--- src/rtl/mul_pkg.sv ---
// Shared opcode encodings and the S1 payload layout for the pipelined multiply unit.
package mul_pkg;

  localparam int MUL_XLEN  = 32;
  localparam int MUL_TAG_W = 5;

  localparam logic [1:0] OP_MUL    = 2'b00;
  localparam logic [1:0] OP_MULH   = 2'b01;
  localparam logic [1:0] OP_MULHSU = 2'b10;
  localparam logic [1:0] OP_MULHU  = 2'b11;

  // Operands are widened by one bit so every RV32M signedness mix fits a signed multiply.
  typedef struct packed {
    logic [1:0]                op;
    logic signed [MUL_XLEN:0]  a_ext;
    logic signed [MUL_XLEN:0]  b_ext;
    logic [MUL_TAG_W-1:0]      tag;
  } s1_payload_t;

endpackage

--- src/rtl/mul_sext_core.sv ---
// Combinational signed WxW multiplier producing the full 2W-bit product.
module mul_sext_core #(
  parameter int W = 33
) (
  input  logic signed [W-1:0]   a,
  input  logic signed [W-1:0]   b,
  output logic signed [2*W-1:0] prod
);

  logic signed [2*W-1:0] a_wide;
  logic signed [2*W-1:0] b_wide;

  assign a_wide = {{W{a[W-1]}}, a};
  assign b_wide = {{W{b[W-1]}}, b};
  assign prod   = a_wide * b_wide;

endmodule

--- src/rtl/mul_pipe_unit.sv ---
// Two-stage RV32M multiply unit: S1 captures sign-extended operands, S2 holds the selected product half.
module mul_pipe_unit
  import mul_pkg::*;
#(
  parameter int XLEN  = MUL_XLEN,
  parameter int TAG_W = MUL_TAG_W
) (
  input  logic             clk,
  input  logic             rst,
  input  logic             flush,
  input  logic             in_valid,
  output logic             in_ready,
  input  logic [1:0]       in_op,
  input  logic [XLEN-1:0]  in_a,
  input  logic [XLEN-1:0]  in_b,
  input  logic [TAG_W-1:0] in_tag,
  output logic             out_valid,
  input  logic             out_ready,
  output logic [XLEN-1:0]  out_result,
  output logic [TAG_W-1:0] out_tag
);

  localparam int W = XLEN + 1;

  s1_payload_t           pl_p0;
  s1_payload_t           pl_p1;
  logic                  vld_p1;
  logic                  vld_p2;
  logic [XLEN-1:0]       result_p2;
  logic [TAG_W-1:0]      tag_p2;
  logic signed [2*W-1:0] prod_p1;
  logic                  s2_free;
  logic                  accept;
  logic                  adv;
  logic                  unused_prod_hi;

  function automatic logic [XLEN-1:0] sel_half(input logic [1:0] op,
                                               input logic signed [2*W-1:0] p);
    return (op == OP_MUL) ? p[XLEN-1:0] : p[2*XLEN-1:XLEN];
  endfunction

  assign s2_free  = !vld_p2 || out_ready;
  assign in_ready = !flush && (!vld_p1 || s2_free);
  assign accept   = in_valid && in_ready;
  assign adv      = vld_p1 && s2_free && !flush;

  // MULHU treats rs1 as unsigned; only MUL/MULH treat rs2 as signed.
  always_comb begin
    pl_p0       = '0;
    pl_p0.op    = in_op;
    pl_p0.tag   = in_tag;
    pl_p0.a_ext = {(in_op != OP_MULHU) && in_a[XLEN-1], in_a};
    pl_p0.b_ext = {((in_op == OP_MUL) || (in_op == OP_MULH)) && in_b[XLEN-1], in_b};
  end

  // ---- S1 -> S2: multiplier core ----
  mul_sext_core #(.W(W)) u_core (
    .a    (pl_p1.a_ext),
    .b    (pl_p1.b_ext),
    .prod (prod_p1)
  );

  assign unused_prod_hi = ^prod_p1[2*W-1:2*XLEN];

  always_ff @(posedge clk or posedge rst) begin
    if (rst) begin
      vld_p1    <= 1'b0;
      vld_p2    <= 1'b0;
      pl_p1     <= '0;
      result_p2 <= '0;
      tag_p2    <= '0;
    end else begin
      if (flush) begin
        vld_p1 <= 1'b0;
        vld_p2 <= 1'b0;
      end else begin
        if (accept)
          vld_p1 <= 1'b1;
        else if (adv)
          vld_p1 <= 1'b0;
        if (s2_free)
          vld_p2 <= vld_p1;
      end
      if (accept)
        pl_p1 <= pl_p0;
      if (adv) begin
        result_p2 <= sel_half(pl_p1.op, prod_p1);
        tag_p2    <= pl_p1.tag;
      end
    end
  end

  // ---- S2: output register ----
  assign out_valid  = vld_p2;
  assign out_result = result_p2;
  assign out_tag    = tag_p2;

endmodule

--- config.mk ---
export PLATFORM = sky130hd
export DESIGN_NAME = mul_pipe_unit
export DESIGN_NICKNAME = d
export VERILOG_FILES = /design/src/rtl/mul_pkg.sv /design/src/rtl/mul_sext_core.sv /design/src/rtl/mul_pipe_unit.sv
export SDC_FILE = /design/constraint.sdc
export NUM_CORES = 2
export LEC_CHECK = 0
export ABC_AREA = 1
export CORE_ASPECT_RATIO = 1.5
export CORE_UTILIZATION = 60
export DETAILED_ROUTE_END_ITERATION = 7
export GPL_TIMING_DRIVEN = 1
export HOLD_SLACK_MARGIN = 0.05
export MAX_ROUTING_LAYER = met4
export PLACE_DENSITY = 0.83
export SETUP_SLACK_MARGIN = 0.15
export SYNTH_ARGS = -nofsm -noshare
export SYNTH_HDL_FRONTEND = slang
export SYNTH_SLANG_ARGS = --single-unit
--- constraint.sdc ---
create_clock -name clk -period 15.42 [get_ports clk]
set_input_delay 1.542 -clock clk [delete_from_list [all_inputs] [get_ports clk]]
set_output_delay 1.542 -clock clk [all_outputs]
set_load 0.01 [all_outputs]
[Word level (Yosys, flattened, before mapping)]
Cells that the tools add are included.
Storage, ports and cells
  flip-flop bits (word level): 112
  latch bits: 0
  bits in writable memories: 0
  bits in read-only memories: 0
  bits of input ports: 76
  output and inout port bits: 39
  word-level logic and storage cells: 33
  memories kept: 0
Cells by class
  $add $sub $neg: 0
  $mul: 1
  div/mod/pow operators: 0
  $lt $le $gt $ge: 0
  eq/ne operators: 2
  shifts and indexed selects: 0
  mux-type cells: 6
  bitwise operators: 0
  reduce and logical (&&, ||, !) cells: 16
Operators with widths (number)
  $mul A33 B33 Y64: 1
  $mux W32: 1
  $logic_and A1 B1 Y1: 6
  $mux W1: 5
  $logic_not A2 Y1: 2
  $logic_not A1 Y1: 3
  $logic_or A1 B1 Y1: 3
  $reduce_bool A3 Y1: 1
  $eq A2 B1 Y1 const B: 1
  $ne A2 B2 Y1 const B: 1
  $reduce_bool A2 Y1: 1

[Depth between registers and ports, before layout]
  depth after elaboration: 7
  gate-level depth with buffers: 36
  mapped depth without buffers: 34

[Hierarchy]
From an unflattened synthesis, not the netlist that was laid out.
Unflattened totals
  cell total of the unflattened synthesis: 6095
  area total of the unflattened synthesis: 46793.6 um^2
Modules (own cells, without submodules)
  mul_sext_core: times used 1, cells each 5492, area an instance 41827.6 um^2, seq. area each 0.0 um^2
  mul_pipe_unit: times used 1, cells each 603, area an instance 4966.0 um^2, seq. area each 2802.7 um^2

[Least setup slack after synthesis]
Ideal clock, no wire load.
  path type: register -> register
  start point: register pl_p1[70] in the netlist's numbering
  end point: register result_p2[30], in the netlist out_result[30]
  arrival time: 7.049 ns
  required time: 15.299 ns
  setup slack: 8.251 ns
  cell stages (with the launch flop): 31
  path through: dfrtp_1 > clkbuf_1 > clkbuf_1 > nand2_1 > inv_1 > fa_1 > inv_1 > fa_1 > inv_1 > fa_1 > inv_1 > fa_1 > fa_1 > inv_1 > fa_1 > inv_1 > fa_1 > fa_1 > inv_1 > ha_1 > nand2_1 > nor2_1 > inv_1 > nor2_1 > nand2_1 > nor3_1 > nand2_1 > nand2_1 > nand2_1 > nand3_1 > a21oi_1
On the way
  word-level cells in the longest chain between the ends: 2
Ends and longest elaborated chain
  start: declaration: line mul_pipe_unit.sv:26  | s1_payload_t pl_p1;
  start signal: assignment: line mul_pipe_unit.sv:85  | pl_p1 <= pl_p0;
  $mul A33 B33 Y64: line mul_sext_core.sv:15  | assign prod = a_wide * b_wide;
  $mux W32: line mul_pipe_unit.sv:39  | return (op == OP_MUL) ? p[XLEN-1:0] : p[2*XLEN-1:XLEN];
  end signal: assignment: line mul_pipe_unit.sv:87  | result_p2 <= sel_half(pl_p1.op, prod_p1);
  end: declaration: line mul_pipe_unit.sv:29  | logic [XLEN-1:0] result_p2;
Every way passes these cells.
A chain may end at the register's enable or synchronous reset.

[Worst setup path in the final report]
  start point: register pl_p1[11] in the netlist's numbering
  end point: register result_p2[25], in the netlist out_result[25]
The elaborated chain is that of the path after synthesis.

==> summary.md <==
| Metric | Value |
|---|---|
| I/O Buffers | approximately 110 |
| Synth async-reset ratio | 100.0% |
| First-pass iteration count of the detailed router | 6 |
| Average detailed-routed wire length per instance | 19.32 um |
| CTS H-tree depth | 3 |
| Number of cell rows | ~120 |
| Share of the synthesized area in the top cell type | 49.34% |
| Layout area overhead | 4.651% |
| Worst slew margin relative to its limit | 15.06% |
| Minimum clock period | 8358 ps |
| DRC errors left | 0 |
| Count of antenna-violating nets left after detailed routing | 0 |
| CORE AREA | 75100 um2 |
| Crit path arrival time | 8730 ps |
| Drt first-iter violations | 2884 |
| Cell at the slowest stage of the critical path | fa_1 |
| Routability Congestion | between 1 and 1.5 |
| I/O pin total | 115 |
| Final-stage net count | 7273 |
| CTS tree | built |
| Hold-fix buffers at CTS | 0 |
| First-pass GRT wire length | around 210 mm |
| Fraction of final layout cells sized beyond drive strength 1 | 2.540% |
| Required arrival time at the worst endpoint | about 16000 ps |
| Half-perimeter wire length after detailed placement | 108.7 mm |
| Setup repair after global routing missed its margin | no |
| Crit path largest cell delay | 680 ps |
| Clock slew at reported path FFs | around 100 ps |
| Achievable frequency | 119.6 MHz |
| Detailed Route WL | approximately 130 mm |
| Critical path capture point type | flop |
| Via density per instance | 5.426 |
| Initial Utilization | 60.78% |
| Number of buffers created by CTS | 9 |
| Status | complete, no violations |
| Congestion Overflow GR | 0 |
| Endpoints failing hold | 0 |
| Sequential area share after synthesis | 6.140% |
| Number of vias after detailed routing | around 37000 |
| Post-CTS Repair Setup Buffers | 0 |
| Clock tree root driver cell | clkbuf_16 |
| Transition time at the pin with the least slew margin | 1270 ps |
| Area of the die | 77210 um2 |
| Post-synthesis instance total | slightly below 6000 |
| Avg Cell Area, Syn | 7.662 um2 |
| Pin count of the biggest net entering global routing | 66 |
| Via count of the first global-routing pass | 40940 |
| Count of pins over their slew limit | 0 |
| Category of the critical setup timing path | flop to flop |
| Post-route fraction of the period consumed by the critical path | 54.20% |
| Mapped Area | approximately 46000 um2 |
| Class of the tightest hold or removal check | flop to flop |
| Total GRT Usage | 37.73% |
| Number of flops mapped to enable cells by yosys | 0 |
| Horizontal die dimension | 227.2 um |
| Antenna violations before repair | 2 |
| Setup crit start kind | flop |
| Setup Total Neg Slack | 0 ps |
| Final setup vio count | 0 |
| Maximum fanout along the worst path | 34 |
| Skew-Pair Late Insertion Delay | between 400 and 500 ps |
| Synth unique cells | 35 |
| Count of filler cells inserted in the layout | about 6500 |
| Most used flip-flop cell after synthesis | dfrtp_1 |
| Syn nets | approximately 7400 |
| Max-cap check violation count | 0 |
| Cell taking the most area after synthesis | fa_1 |
| Setup clock skew after layout | about 18 ps |
| Number of clock sinks | 112 |
| Top cells by area, synth | fa_1 49%, inv_1 15%, nand2_1 15% |
| Post-synthesis sequential element count | 112 |
| CTS Buffer Depth | 2 |
| Post-cts sizing count | 0 |
| Die Y | 339.8 um |
| Ys Warns | 0 |
==> metal layers <==
metal | vias to the layer above | track usage [%] | wire length, um
li1 | 16140 | - | -
met1 | 18540 | 40.83 | 43920
met2 | 1889 | 63.71 | 68570
met3 | 688 | 5.240 | 9473
met4 | 0 | 25.88 | 10730
met5 | - | - | 0
==> layout by cell type (no fill, tap or decap), types with 7 or more instances in the layout <==
cell / instances
dfrtp_1: 106
nand3_2: 10
clkdlybuf4s50_1: 114
o21ai_0: 63
nor2_2: 11
a21oi_2: 8
nor2_4: 7
o21ai_1: 12
buf_4: 68
nand4_1: 21
nand2_2: 16
ha_1: 212
nor2_1: 173
nand3_1: 96
nand2_1: 1787
inv_1: 1869
clkbuf_16: 9
fa_1: 1125
a21oi_1: 101
==> worst max-delay path: cells and delay by family, from the launching register on <==
family,cells,cell delay [ps]
AO/OA/AOI/OAI,1,200
adder cells (fa/ha/maj),9,4630
buffers and inverters,9,1600
flip-flops,1,340
AND/OR/NAND/NOR,9,1440
==> state kept, by name, summed over array words and instances, names as in the netlist <==
name and flops:
out_tag 5, vld_p1 1, out_result 32, out_valid 1
pl_p1 73
==> stage by stage <==
stage                     hold slack (ps)  std cells  setup WS, ps  util [%]  cell area [um2]
final                               479.4       6867          7062     63.61            47770
after global routing                500.1       6867          6599     63.61            47770
after CTS                           483.1       6865          7059     63.60            47770
after detailed placement            458.9       6849          7132     63.20            47460
after global placement              448.3       6849          7155     63.20            47460
after floorplan                     442.2       5958          8251         -            45650
==> logic make-up (layout without fill, tap and decap cells) <==
family	after synthesis	after routing	share of synthesized area, %
other	0	2	0
AND/OR/NAND/NOR	2140	2140	18.47
AO/OA/AOI/OAI	198	198	2.305
adder cells (fa/ha/maj)	1337	1337	55.15
buffers and inverters	2166	2073	17.84
flip-flops	112	112	6.140
XOR/XNOR	5	5	0.09593
==> cell type report <==
type | count | area [um2] | area share [%]
antenna | 2 | 5.005 | 0.01048
clock buffer | 9 | 225.2 | 0.4714
clock inverter | 7 | 80.08 | 0.1676
inverter | 1875 | 7041 | 14.74
multi-input combinational | 3680 | 34710 | 72.65
sequential | 112 | 2810 | 5.883
tap | 1000 | 1251 | 2.619
timing repair buffer | 182 | 1652 | 3.457
==> cells in the mapped netlist, types with 8 or more instances <==
master	n
nand2_2	16
ha_1	212
buf_2	12
a21oi_2	8
o21ai_1	12
a21oi_1	101
nor2_2	11
nor2_1	174
nand3_1	96
clkbuf_1	275
dfrtp_1	112
nand3_2	10
nand4_1	21
nand2_1	1787
inv_1	1871
fa_1	1125
o21ai_0	63
==> worst paths after layout <==
path	depth (start not counted)	slack, ps	startpoint	endpoint
setup reg to reg	28	7060	pl_p1[11]	out_result[25]
hold / removal	2	480	pl_p1[4]	pl_p1[4]
min in group asynchronous	2	1550	rst	pl_p1[63]
setup / recovery	28	7060	pl_p1[11]	out_result[25]
max in group asynchronous	3	12260	rst	pl_p1[67]
hold reg to reg	2	480	pl_p1[4]	pl_p1[4]
Power is not shown: default switching activity piles up to over one toggle a cycle in this logic, so the estimate is an artifact.
